==> config.mk <==
export PLATFORM = sky130hd
export DESIGN_NAME = demux1n2_buf
export DESIGN_NICKNAME = d
export VERILOG_FILES = /design/src/rtl/demux1n2_buf.sv
export SDC_FILE = /design/constraint.sdc
export NUM_CORES = 1
export LEC_CHECK = 0
export CAP_MARGIN = 20
export CORE_AREA = 4 4 94 96
export DETAILED_ROUTE_END_ITERATION = 8
export DIE_AREA = 0 0 98 100
export PLACE_DENSITY_LB_ADDON = 0.3
export SLEW_MARGIN = 20
export SYNTH_ARGS = -nofsm -noshare
export SYNTH_HDL_FRONTEND = slang
export SYNTH_SLANG_ARGS = --single-unit
==> constraint.sdc <==
create_clock -name Clock -period 3.7 [get_ports Clock]
set_input_delay 0.555 -clock Clock [delete_from_list [all_inputs] [get_ports Clock]]
set_output_delay 0.555 -clock Clock [all_outputs]
set_load 0.1 [all_outputs]
==> src/rtl/demux1n2_buf.sv <==
// ----------------------------------------------------------------------------
// demux1n2_buf
//   Buffered 1-to-2 demultiplexer for the 24-bit write-back datapath.
//   One valid/ready input stream is steered beat-by-beat to one of two output
//   streams by InSel. Each output owns a small FIFO, so a stalled sink only
//   blocks the input when the next beat is aimed at that sink.
//
// Parameters
//   Width : payload width in bits
//   Depth : entries per output FIFO (power of two, >= 2)
//
// Ports
//   Clock                  rising-edge clock
//   Reset                  synchronous, active-low reset
//   InValid/InReady/InData input stream; InSel picks the destination (0/1)
//   Out0Valid/Ready/Data   output stream 0 (FIFO 0 head)
//   Out1Valid/Ready/Data   output stream 1 (FIFO 1 head)
//   Count0/Count1          completed pops per port, saturating
//                          (only when DEMUX_STATS_EN is defined)
//
// Optional feature macro: DEMUX_STATS_EN
// ----------------------------------------------------------------------------
module demux1n2_buf #(
    parameter int Width = 24,
    parameter int Depth = 2
) (
    input  logic             Clock,
    input  logic             Reset,
    input  logic             InValid,
    output logic             InReady,
    input  logic [Width-1:0] InData,
    input  logic             InSel,
    output logic             Out0Valid,
    input  logic             Out0Ready,
    output logic [Width-1:0] Out0Data,
    output logic             Out1Valid,
    input  logic             Out1Ready,
    output logic [Width-1:0] Out1Data
`ifdef DEMUX_STATS_EN
    ,
    output logic [15:0]      Count0,
    output logic [15:0]      Count1
`endif
);

    localparam int PW = $clog2(Depth);
    localparam int CW = PW + 1;

    typedef logic [Width-1:0] word_t;

    word_t         mem_q   [2][Depth];
    word_t         mem_d   [2][Depth];
    logic [PW-1:0] wr_ptr_q[2];
    logic [PW-1:0] wr_ptr_d[2];
    logic [PW-1:0] rd_ptr_q[2];
    logic [PW-1:0] rd_ptr_d[2];
    logic [CW-1:0] count_q [2];
    logic [CW-1:0] count_d [2];

    logic [1:0]    full;
    logic [1:0]    empty;
    logic [1:0]    push;
    logic [1:0]    pop;
    logic [1:0]    out_ready;
    logic          in_ready;

    // NOTE: every signal written here gets a default first, so no path
    // through the block leaves a value unassigned and no latch is inferred.
    always_comb begin
        out_ready = {Out1Ready, Out0Ready};
        full      = '0;
        empty     = '0;
        push      = '0;
        pop       = '0;
        mem_d     = mem_q;
        for (int k = 0; k < 2; k++) begin
            wr_ptr_d[k] = wr_ptr_q[k];
            rd_ptr_d[k] = rd_ptr_q[k];
            count_d[k]  = count_q[k];
            full[k]     = (count_q[k] == CW'(Depth));
            empty[k]    = (count_q[k] == '0);
        end

        // Readiness looks only at the selected FIFO's registered occupancy;
        // the sinks' ready inputs never feed back to InReady, so a full FIFO
        // refuses a push even in a cycle where it is also being popped.
        in_ready = Reset && !full[InSel];

        for (int k = 0; k < 2; k++) begin
            push[k] = InValid && in_ready && (int'(InSel) == k);
            pop[k]  = !empty[k] && out_ready[k];

            if (push[k]) begin
                mem_d[k][wr_ptr_q[k]] = InData;
                wr_ptr_d[k]           = wr_ptr_q[k] + PW'(1);
            end
            if (pop[k]) begin
                rd_ptr_d[k] = rd_ptr_q[k] + PW'(1);
            end
            case ({push[k], pop[k]})
                2'b10:   count_d[k] = count_q[k] + CW'(1);
                2'b01:   count_d[k] = count_q[k] - CW'(1);
                default: count_d[k] = count_q[k];
            endcase
        end
    end

    // NOTE: sequential state is written with non-blocking assignments only,
    // so every flop samples the values from before this edge.
    always_ff @(posedge Clock) begin
        if (!Reset) begin
            for (int k = 0; k < 2; k++) begin
                wr_ptr_q[k] <= '0;
                rd_ptr_q[k] <= '0;
                count_q[k]  <= '0;
            end
        end else begin
            for (int k = 0; k < 2; k++) begin
                wr_ptr_q[k] <= wr_ptr_d[k];
                rd_ptr_q[k] <= rd_ptr_d[k];
                count_q[k]  <= count_d[k];
            end
        end
    end

    // NOTE: storage is deliberately not reset; clearing the counters makes
    // every entry unreachable, and leaving the array resetless keeps it
    // mappable to plain RAM/flops without reset fan-out.
    always_ff @(posedge Clock) begin
        mem_q <= mem_d;
    end

    assign InReady   = in_ready;
    assign Out0Valid = !empty[0];
    assign Out1Valid = !empty[1];
    assign Out0Data  = mem_q[0][rd_ptr_q[0]];
    assign Out1Data  = mem_q[1][rd_ptr_q[1]];

`ifdef DEMUX_STATS_EN
    logic [15:0] stat_q[2];
    logic [15:0] stat_d[2];

    always_comb begin
        for (int k = 0; k < 2; k++) begin
            stat_d[k] = stat_q[k];
            if (pop[k] && (stat_q[k] != 16'hFFFF)) begin
                stat_d[k] = stat_q[k] + 16'd1;
            end
        end
    end

    always_ff @(posedge Clock) begin
        if (!Reset) begin
            for (int k = 0; k < 2; k++) begin
                stat_q[k] <= '0;
            end
        end else begin
            for (int k = 0; k < 2; k++) begin
                stat_q[k] <= stat_d[k];
            end
        end
    end

    assign Count0 = stat_q[0];
    assign Count1 = stat_q[1];
`endif

endmodule

==> flow_metrics.env <==
export IMPL_drc=0
export IMPL_path_class="flop to primary output"
export IMPL_cts_tree="yes"
export IMPL_p_sw_mw=1.08
export IMPL_cts_max_path_buffers=2
export IMPL_p_seq_share_pct=45.1
export IMPL_ios=81
export IMPL_ys_warn_count=0
export IMPL_coreArea_um2=8050
export IMPL_firstDrtPassIters=4
export IMPL_finalMaxSlewViolations=0
export IMPL_avgSynthCellArea_um2=19.2
export IMPL_setup_tns_ps=0
export IMPL_cts_resized=0
export IMPL_clk_pin_slew_ps=90
export IMPL_post_route_util_pct=61.4
export IMPL_seq_area_frac_synth_pct=78.3
export IMPL_ctsHoldBuffers=0
export IMPL_die_y_um=100
export IMPL_synth_edf_count=96
export IMPL_p_clk_share_pct=24.1
export IMPL_syn_num_nets=234
export IMPL_start_util_pct=48.3
export IMPL_insertion_delay_ps=350
export IMPL_netlist_area_leader_share_pct=74.2
export IMPL_ys_types=23
export IMPL_finalSetupViolCount=0
export IMPL_drt_total_wl_mm=6.93
export IMPL_nets=326
export IMPL_critPathRequiredTime_ps=3140
export IMPL_critPathMaxFanout=17
export IMPL_dp_hpwl_mm=4.60
export IMPL_fp_dieW_um=98
export IMPL_dieArea_um2=9800
export IMPL_cts_setup_buffers=0
export IMPL_synth_cells=202
export IMPL_async_reset_ff_share_pct=0
export IMPL_synth_most_common_cell="edfxtp_1"
export IMPL_drv_cap=0
export IMPL_synth_area_um2=3890
export IMPL_synth_area_top_cells="edfxtp_1, mux2_2, dfxtp_1, xnor2_1, buf_2"
export IMPL_p_int_mw=1.94
export IMPL_fin_crit_ps=2720
export IMPL_drt_initial_drc_count=56
export IMPL_htreeDepth=3
export IMPL_antennaDiodeCount=0
export IMPL_synthFlopType="edfxtp_1"
export IMPL_ys_ff_latch=104
export IMPL_fin_crit_sh_pct=73.5
export IMPL_area_delta_synth_final_pct=27.1
export IMPL_grt_max_degree=25
export IMPL_cellPowerDensity_nw_per_um2=611
export IMPL_fmax_mhz=368
export IMPL_grt_overflow_total=0
export IMPL_rows=33
export IMPL_sw_frac_of_total_pct=35.7
export IMPL_critPathLaunchType="flop"
export IMPL_cts_buffers_inserted=9
export IMPL_gp_congestion=0.743
export IMPL_io_buffers=80
export IMPL_irDropWorstVdd_mv=0.365
export IMPL_hold_violations=0
export IMPL_yosysTopAreaCell="edfxtp_1"
export IMPL_wl_per_cell_um=17.2
export IMPL_vias=2023
export IMPL_root_buffer="clkbuf_8"
export IMPL_grtUsageTotal_pct=15.0
export IMPL_grt_pass1_vias=2130
export IMPL_hold_class="flop to flop"
export IMPL_slew_headroom_pct=35.5
export IMPL_rsz0062_at_grt="no"
export IMPL_grt_pass1_wl_mm=10.9
export IMPL_antenna_found_initial=0
export IMPL_p_leak_nw=1.71
export IMPL_outcome="completed"
export IMPL_drive_gt1_share_pct=42.3
export IMPL_synth_common_cells="edfxtp_1, mux2_2, dfxtp_1"
export IMPL_tightest_slew_ps=965
export IMPL_vias_per_cell=5.02
export IMPL_finalClockSkew_ps=9.69
export IMPL_clock_sinks=104
export IMPL_antenna_left=0
export IMPL_combinationalPowerShare_pct=30.9
export IMPL_worstPathArrival_ps=2160
export IMPL_end_kind="primary output"
-- power groups by stage --
stage / clock network [mW] / registers [mW] / logic [mW]
3_5_place_dp: 0 / 1.39 / 0.937
3_3_place_gp: 0 / 1.39 / 0.934
2_1_floorplan: 0 / 1.37 / 0.754
5_1_grt: 0.800 / 1.37 / 0.964
4_1_cts: 0.752 / 1.36 / 0.940
6_report: 0.726 / 1.36 / 0.932
-- path summary, 6_finish.rpt --
| kind | slack, ps | start | end | depth (start not counted) |
|---|---|---|---|---|
| worst max-delay path | 980 | rd_ptr_q[0][1] | Out1Data[19] | 3 |
| worst min-delay path | 520 | rd_ptr_q[0][0] | rd_ptr_q[0][0] | 2 |
| worst min register to register | 520 | rd_ptr_q[0][0] | rd_ptr_q[0][0] | 2 |
| worst max register to register | 1790 | count_q[0][0] | count_q[0][1] | 5 |
-- logic make-up (layout without fill, tap and decap cells) --
kind of cell / after synthesis / in the layout / share of synthesized area (%)
adders and majority gates: 2 / 2 / 0.644
DFF: 104 / 104 / 78.3
muxes: 48 / 48 / 13.9
AOI/OAI and AO/OA: 11 / 11 / 1.71
and+or+nand+nor: 22 / 22 / 3.06
buffers and inverters: 9 / 105 / 1.06
xor gates and xnor gates: 6 / 6 / 1.35
-- placed cells by master, fill, tap and decap left out, drive strengths merged --
master	synthesis	final
buf	6	56
clkbuf	0	9
xnor2	4	4
nor2b	1	1
mux2	48	48
nand2	3	3
bufinv	0	2
o311a	1	1
nor2	7	7
o21a	2	2
dfxtp	8	8
or3	5	5
and3	1	1
nor4	1	1
nand2b	1	1
clkdlybuf4s50	0	31
inv	3	3
or2	2	2
ha	2	2
a21oi	4	4
clkinv	0	3
xor2	2	2
clkinvlp	0	1
and2b	1	1
o21ai	4	4
edfxtp	96	96
-- critical path: stages, from the launching register on --
cell and delay [ps]:
dfxtp_1 890, buf_4 330, mux2_2 360, buf_4 230
-- routing by layer --
metal  up-vias  global-route usage, %  routed length, um
met3        10                   4.38                423
met2        58                   24.5               3470
met1       993                   18.9               2920
li1        962                      -                  -
met4         0                   6.07                110
met5         -                      0                  0
-- flip-flops by register name, indices dropped and copies added, names as in the netlist --
name and cells:
wr_ptr_q 2, count_q 4, mem_q 96, rd_ptr_q 2
-- cell type report --
cell class	instances	area [um2]
clock buffer	9	124
clock inverter	6	85.1
fill	610	3110
inverter	3	11.3
multi-input combinational	89	815
sequential	104	3040
tap	105	131
timing repair buffer	87	731
-- per-stage QoR --
step / power [mW] / instance area (um2) / worst slack, ps / hold slack [ps] / instances
2_1_floorplan: 2.12 / 3890 / 216 / 467 / 202
3_3_place_gp: 2.32 / 4730 / 1230 / 498 / 388
3_5_place_dp: 2.32 / 4730 / 1200 / 510 / 388
4_1_cts: 3.05 / 4940 / 914 / 529 / 403
5_1_grt: 3.13 / 4940 / 828 / 557 / 403
6_report: 3.02 / 4940 / 980 / 523 / 403
Power figures use the tool's default switching activity.
